==> config.mk <==
export PLATFORM = sky130hd
export DESIGN_NAME = serial_logic_unit
export DESIGN_NICKNAME = d
export VERILOG_FILES = /design/src/rtl/serial_logic_unit.sv
export SDC_FILE = /design/constraint.sdc
export NUM_CORES = 1
export LEC_CHECK = 0
export ABC_AREA = 1
export BUFFER_PORTS_ARGS = -buffer_cell sky130_fd_sc_hd__buf_2
export CORE_UTILIZATION = 49
export CTS_CLUSTER_SIZE = 28
export DETAILED_ROUTE_END_ITERATION = 7
export PLACE_DENSITY = 0.73
export SLEW_MARGIN = 20
export SYNTH_ARGS = -nofsm -noshare
export SYNTH_HDL_FRONTEND = slang
export SYNTH_SLANG_ARGS = --single-unit
==> constraint.sdc <==
create_clock -name clk -period 1.1 [get_ports clk]
set_input_delay 0.22 -clock clk [delete_from_list [all_inputs] [get_ports clk]]
set_output_delay 0.22 -clock clk [all_outputs]
set_load 0.01 [all_outputs]
==> src/rtl/serial_logic_unit.sv <==
// serial_logic_unit: bit-serial two-input gate bank with valid/ready handshakes.
// Latches one operand pair and opcode, evaluates the selected gate one bit
// per cycle (LSB first), then holds the W-bit result until it is accepted.
// Optional feature macro: SLU_PARITY_EN adds a registered parity output (^y).
module serial_logic_unit #(
   parameter int w = 8
) (
   input  logic         clk,
   input  logic         reset,
   input  logic         in_valid,
   output logic         in_ready,
   input  logic [w-1:0] a,
   input  logic [w-1:0] b,
   input  logic [2:0]   op,
   output logic         out_valid,
   input  logic         out_ready,
   output logic [w-1:0] y,
   output logic         err,
   output logic         busy
`ifdef SLU_PARITY_EN
   ,
   output logic         parity
`endif
);

   localparam int CW = (w > 1) ? $clog2(w) : 1;

   typedef enum logic [1:0] {
      IDLE  = 2'd0,
      SHIFT = 2'd1,
      DONE  = 2'd2
   } state_t;

   state_t         state;
   logic [w-1:0]   a_q;
   logic [w-1:0]   b_q;
   logic [w-1:0]   sr;
   logic [2:0]     op_q;
   logic [CW-1:0]  cnt;
   logic           bit_res;
   logic           reserved;

   // Gate applied to the current operand LSBs; reserved opcodes yield 0
   always_comb begin
      bit_res = 1'b0;
      case (op_q)
         3'b000:  bit_res = a_q[0] & b_q[0];
         3'b001:  bit_res = a_q[0] | b_q[0];
         3'b010:  bit_res = a_q[0] ^ b_q[0];
         3'b011:  bit_res = ~(a_q[0] & b_q[0]);
         3'b100:  bit_res = ~(a_q[0] | b_q[0]);
         default: bit_res = 1'b0;
      endcase
   end

   assign reserved = (op_q > 3'b100);

   // Control FSM with registered handshake/status outputs and datapath shift
   always_ff @(posedge clk) begin
      if (reset) begin
         state     <= IDLE;
         a_q       <= '0;
         b_q       <= '0;
         sr        <= '0;
         op_q      <= '0;
         cnt       <= '0;
         y         <= '0;
         err       <= 1'b0;
         out_valid <= 1'b0;
         in_ready  <= 1'b1;
         busy      <= 1'b0;
`ifdef SLU_PARITY_EN
         parity    <= 1'b0;
`endif
      end else begin
         case (state)
            IDLE: begin
               if (in_valid) begin
                  a_q      <= a;
                  b_q      <= b;
                  op_q     <= op;
                  cnt      <= '0;
                  state    <= SHIFT;
                  in_ready <= 1'b0;
                  busy     <= 1'b1;
               end
            end
            SHIFT: begin
               a_q <= a_q >> 1;
               b_q <= b_q >> 1;
               sr  <= {bit_res, sr[w-1:1]};
               if (cnt == CW'(w - 1)) begin
                  // Terminal count is explicit; the counter is parked at zero
                  cnt   <= '0;
                  state <= DONE;
               end else begin
                  cnt <= cnt + CW'(1);
               end
            end
            DONE: begin
               if (!out_valid) begin
                  // First DONE cycle publishes the assembled result
                  y         <= sr;
                  err       <= reserved;
                  out_valid <= 1'b1;
`ifdef SLU_PARITY_EN
                  parity    <= ^sr;
`endif
               end else if (out_ready) begin
                  out_valid <= 1'b0;
                  state     <= IDLE;
                  in_ready  <= 1'b1;
                  busy      <= 1'b0;
               end
            end
            default: begin
               state    <= IDLE;
               in_ready <= 1'b1;
               busy     <= 1'b0;
            end
         endcase
      end
   end

endmodule
==> results.py, run 1 <==
metrics = {
    "outcome": {
        "run_status": "finished, violations left",
        "violations": "negative setup slack",
    },
    "timing": {
        "tightest_slew_ps": 195.7,
        "hold_viol_final": 0,
        "setup_viol": 20,
        "tns_ps": -739.2,
        "drv_slew": 0,
        "relSlewSlack_pct": 86.81,
        "skew_ps": 14.52,
        "fmax_ghz": 0.8645,
        "rsz0062_at_grt": "true",
        "post-route-period-util_pct": 105.2,
        "fin_crit_ps": 1157,
        "layout_setup_ws_ps": -56.69,
    },
    "finish": {
        "layout.nets": 344,
        "n_fill_cell": 298,
        "fin_util_pct": 69.43,
        "final_cell_mix": "72 x nand2_1, 39 x dfxtp_1, 34 x nor2_1, 34 x buf_2, 19 x o21ai_0",
        "multi_input_area_mm2": 0.001052,
        "layout_commonest_cell": "nand2_1",
        "final_layout_size_suffix_gt1_share_pct": 34.91,
        "final_cells": 366,
        "areaGrowthSynthToFinish_pct": 34.51,
        "register_area_um2": 892.1,
        "diodes": 0,
    },
    "floorplanning": {
        "core_area_mm2": 0.003716,
        "dieHeight_um": 64.57,
        "die_x_um": 64.57,
        "rows": 22,
        "dieArea_mm2": 0.004169,
        "initial_core_util_pct": 51.62,
        "ioPinCount": 35,
    },
    "clock_network": {
        "tritoncts": "done",
        "htree_levels": 2,
        "cts_sinks": 44,
        "clk_pin_slew_ps": 90,
        "clockBufferDepth": 2,
        "numCtsBuffers": 5,
        "root_buffer": "clkbuf_8",
        "clkLatencyLatePin_ps": 300,
    },
    "routing": {
        "drt_wl_total_um": 4376,
        "ant_nets": 0,
        "avgRoutedWirePerCell_um": 11.96,
        "via_per_inst": 4.984,
        "drt_first_pass_iters": 4,
        "drt_iter0_markers": 113,
        "drcViolationCount": 0,
        "vias": 1824,
    },
    "synth": {
        "postSynthAreaPerCell_um2": 7.265,
        "yosys_warnings": 0,
        "ys_ff_latch": 44,
        "synth_cell_type_count": 20,
        "post_synth_inst_count": 264,
        "syn_area_mm2": 0.001918,
        "synth_top_family_by_area": "simple AND/OR/NAND/NOR gates",
        "synth_compound_area_share_pct": 12.26,
        "synthAdderAreaFrac_pct": 2.609,
        "yosys.area_share.simple_pct": 31.38,
        "synth_xor_area_share_pct": 0,
        "syn_nets": 291,
        "muxShareOfSynthArea_pct": 0,
        "seq_area_frac_synth_pct": 45.92,
    },
    "setup_path": {
        "cp-end-kind": "flop",
        "cpPeakStageDelay_ps": 410,
        "crit_slowest_cell": "dfxtp_4",
        "critPathMaxFanout": 16,
        "path_class": "reg2reg",
        "path_buf_inv": 1,
        "cp.required_ps": 1290,
        "cp-start-kind": "flop",
        "worstPathCellList": "nor2_4, nand2_8, nand2_8, inv_12, nor2_1, nor2_1",
        "cp.arrival_ps": 1340,
        "cp_top_family": "simple AND/OR/NAND/NOR gates",
    },
    "global_route": {
        "grt_pass1_wl_um": 6727,
        "grt.total_usage_pct": 20.90,
        "grt_max_degree": 20,
        "grt_antenna_before_repair": 0,
        "grt_pass1_vias": 1536,
        "grt_overflow": 0,
    },
    "place": {
        "globalplace.congestion": 0.8089,
        "pre_cts_ws_ps": -66.78,
        "hpwl_um": 2711,
        "numPortBuffers": 34,
        "dp.cells": 349,
    },
    "worst_hold_path": {
        "hold_class": "in2reg",
    },
    "power_and_ir_drop": {
        "power.leakage_uw": 0.001159,
        "p_per_area_mw_per_mm2": 1696,
        "irDropWorstVdd_mv": 1.224,
        "total_power_uw": 4377,
    },
    "run": {
        "maxCapViolCount": 0,
    },
}
[power by group]
group	total (uW)	internal (uW)	switching, uW
clock	1300	742	554
combinational	1170	500	667
sequential	1910	1780	131
total	4380	3020	1350
[per-stage QoR]
| stage | cell area (um2) | hold WS [ps] |
|---|---|---|
| floorplan | 1924 | 332.7 |
| global placement | 2172 | 431.3 |
| detailed placement | 2172 | 450.8 |
| CTS | 2326 | 132.5 |
| global route | 2580 | 122.9 |
| finish | 2580 | 129.8 |
[cells by family after synthesis]
group / Yosys count
flops: 44
compound gates: 47
fa+ha+maj: 4
simple gates: 144
buf+inv: 25
[routing by layer]
metal | share of wire (%) | GRT usage (%)
met1 | 43 | 27.21
met2 | 49 | 32.76
met3 | 5.5 | 4.754
met4 | 2.4 | 9.444
met5 | 0 | 0
[flip-flops by register name, indices dropped and copies added, names as in the netlist]
| name | cells |
|---|---|
| b_q | 8 |
| in_ready | 1 |
| a_q | 8 |
| op_q | 3 |
| err | 1 |
| y | 8 |
| out_valid | 1 |
| state | 2 |
| busy | 1 |
| cnt | 3 |
| sr | 8 |
[final timing paths]
check	cells past startpoint	endpoint	slack [ps]	start
min reg2reg	2	busy	460	busy
max reg2reg	6	a_q[4]	-60	state[0]
max	6	a_q[4]	-60	state[0]
min	3	b_q[7]	130	b[7]
[worst min-delay path, delay by kind of cell]
kind	cells	cell delay (ps)
compound gates	1	60
buf+inv	1	80
simple gates	1	40
[cell type report]
| cell class | instances | area share, % |
|---|---|---|
| clock inverter | 2 | 1.503 |
| clock buffer | 6 | 3.201 |
| inverter | 14 | 3.298 |
| tap | 48 | 2.328 |
| timing repair buffer | 54 | 14.31 |
| multi-input combinational | 198 | 40.79 |
| sequential | 44 | 34.58 |
[synth_stat cells, drive strengths merged]
cell | n | area share, %
a21oi | 19 | 5.0
buf | 8 | 4.0
clkbuf | 3 | 0.59
clkinv | 2 | 0.39
dfxtp | 44 | 46
ha | 4 | 2.6
inv | 12 | 2.9
nand2 | 80 | 17
nand3 | 12 | 3.1
nor2 | 52 | 11
o21ai | 28 | 7.3
[timing repair]
action | in CTS | in global routing
endpoints found under the setup margin | 39 | 41
hold buffers | 0 | 0
setup buffers | 0 | 4
pin swaps | 2 | 13
cloned | 1 | 4
resized for setup | 14 | 54
Power figures use the tool's default switching activity.
==> run 2, diff against run 1 <==
Settings changed: PLACE_DENSITY 0.73 to 0.74.
==> run 2 against run 1 <==
Against the previous run: the flow still finishes with violations (negative setup slack); highest routed layer unchanged; maximum frequency up 3.0%; sequential power barely moved; utilization fell by 5.1 points; die area unchanged; clock power shrank 6%; sequential cell count stayed put; critical path depth is the same; critical path type unchanged; cell area fell by 7.4%; global-route usage grew 1.0 points; total power fell by 6.2%.
==> results.py, run 2 (same netlist as run 1, synthesis figures left out) <==
metrics = {
    "outcome": {
        "run_status": "finished, violations left",
        "violations": "negative setup slack",
    },
    "finish": {
        "final_cells": 362,
        "layout.nets": 340,
        "diodes": 0,
        "final_layout_size_suffix_gt1_share_pct": 27.07,
        "areaGrowthSynthToFinish_pct": 24.59,
        "final_cell_mix": "76 x nand2_1, 43 x nor2_1, 39 x dfxtp_1",
        "layout_commonest_cell": "nand2_1",
        "n_fill_cell": 334,
    },
    "worst_hold_path": {
        "hold_depth": 3,
        "min_from": "a[7]",
        "min_to": "a_q[7]",
        "hold_class": "in2reg",
    },
    "setup_path": {
        "r2r_cells": 6,
        "cp-end-kind": "flop",
        "r2r_start": "state[1]",
        "cp.required_ps": 1290,
        "cp_top_family": "flip-flops",
        "path_class": "reg2reg",
        "cp-start-kind": "flop",
        "crit_slowest_cell": "dfxtp_4",
        "cpPeakStageDelay_ps": 380,
        "r2r_end": "b_q[1]",
        "cp.arrival_ps": 1320,
        "worstPathCellList": "inv_4, nand2_8, buf_4, nand2_4, o21ai_0, nor2_2",
        "critPathMaxFanout": 8,
        "path_buf_inv": 2,
        "r2r_slack_ps": -20,
    },
    "timing": {
        "hold_viol_final": 0,
        "skew_ps": 10.77,
        "post-route-period-util_pct": 102.1,
        "layout_setup_ws_ps": -23.49,
        "relSlewSlack_pct": 84.93,
        "fmax_ghz": 0.8901,
        "setup_viol": 12,
        "fin_crit_ps": 1123,
        "tightest_slew_ps": 225.2,
        "rsz0062_at_grt": "true",
        "drv_slew": 0,
    },
    "routing": {
        "avgRoutedWirePerCell_um": 11.38,
        "drt_wl_total_um": 4121,
        "drt_first_pass_iters": 4,
        "drt_iter0_markers": 93,
        "via_per_inst": 4.892,
        "ant_nets": 0,
        "vias": 1771,
        "drcViolationCount": 0,
    },
    "global_route": {
        "grt_pass1_vias": 1555,
        "grt_overflow": 0,
        "grt.total_usage_pct": 21.91,
        "grt_antenna_before_repair": 0,
        "grt_max_degree": 19,
        "grt_pass1_wl_um": 7010,
    },
    "place": {
        "pre_cts_ws_ps": -70.19,
        "hpwl_um": 2654,
        "globalplace.congestion": 0.7682,
        "dp.cells": 349,
        "numPortBuffers": 34,
    },
    "clock_network": {
        "clkLatencyLatePin_ps": 300,
        "tritoncts": "done",
        "cts_sinks": 44,
        "numCtsBuffers": 5,
        "cts_hold_buf": 0,
        "clk_pin_slew_ps": 90,
        "root_buffer": "clkbuf_8",
        "clockBufferDepth": 2,
        "htree_levels": 2,
    },
    "power_and_ir_drop": {
        "power.leakage_uw": 0.001102,
        "p_seq_share_pct": 46.4,
        "power_frac_clock_pct": 29.8,
        "combPwrFrac_pct": 23.8,
        "p_per_area_mw_per_mm2": 1718,
        "switchingPower_uw": 1259,
        "switching_share_pct": 30.67,
        "irDropWorstVdd_mv": 1.086,
        "intPower_uw": 2846,
    },
    "floorplanning": {
        "initial_core_util_pct": 51.62,
        "dieArea_mm2": 0.004169,
        "core_area_mm2": 0.003716,
        "die_x_um": 64.57,
        "rows": 22,
        "dieHeight_um": 64.57,
        "ioPinCount": 35,
    },
    "run": {
        "maxCapViolCount": 0,
    },
}
-- run 2: changes by cell type in the layout (fill, tap and decap cells not counted), sizes merged --
| cell | before | now |
|---|---|---|
| buf | 53 | 51 |
| inv | 11 | 12 |
| nand2 | 83 | 82 |
| clkbuf | 7 | 6 |
| clkinv | 4 | 3 |
-- run 2: how the worst max path moves through the flow --
| stage | start | end | slack (ps) | cells after the start |
|---|---|---|---|---|
| after detailed placement | state[1] | y[3] | -70 | 6 |
| after CTS | state[0] | op_q[0] | -5 | 5 |
| after global routing | state[0] | cnt[2] | -100 | 6 |
| after global placement | state[1] | y[3] | -20 | 6 |
| final | state[1] | b_q[1] | -20 | 6 |
| after floorplan | state[1] | y[0] | -3 | 6 |
-- run 2: metal layers --
metal	wire length, um	track usage (%)	vias up
met4	45	7.500	0
met5	0	0	-
met3	205	6.514	4
li1	-	-	940
met1	1962	27.68	773
met2	1908	35.39	54
-- run 2: worst reg2reg max path: stages, from the launching register on --
cell and delay (ps):
dfxtp_4 380, inv_4 60, nand2_8 140, buf_4 140, nand2_4 60, o21ai_0 200, nor2_2 40
-- run 2: area by class of cell --
type / instances / area [um2] / area share [%]
Timing Repair Buffer: 51 / 302.8 / 12.67
Clock buffer: 6 / 72.57 / 3.037
Sequential cell: 44 / 892.1 / 37.33
Tap cell: 48 / 60.06 / 2.513
Multi-Input combinational cell: 197 / 957.2 / 40.05
Clock inverter: 2 / 35.03 / 1.466
Inverter: 14 / 70.07 / 2.932
-- run 2: metrics by stage --
stage                     setup TNS (ps)  instance area [um2]  utilization, %  hold slack [ps]  power, uW
after floorplan                   -22.95                 1924               -            332.7       2574
after detailed placement           -1429                 2172           58.45            449.6       2778
after CTS                         -4.993                 2354           63.33            122.4       4069
final                             -92.12                 2390           64.31            124.3       4105
after global placement            -347.3                 2172           58.45            420.8       2758
after global routing               -1716                 2390           64.31            130.8       4321
-- run 2: what timing repair did --
item,4_1_cts,5_1_grt
pin swaps,6,1
gates cloned,3,0
setup endpoints to repair,37,42
resized for setup,17,17
setup buffers,1,1
hold endpoints to repair,0,0
-- run 2: power groups by stage --
stage               Combinational [uW]  Sequential, uW  Clock (uW)
floorplan                          666            1910           0
global placement                   841            1920           0
detailed placement                 853            1920           0
CTS                                937            1900        1230
global route                      1090            1930        1300
finish                             978            1910        1220
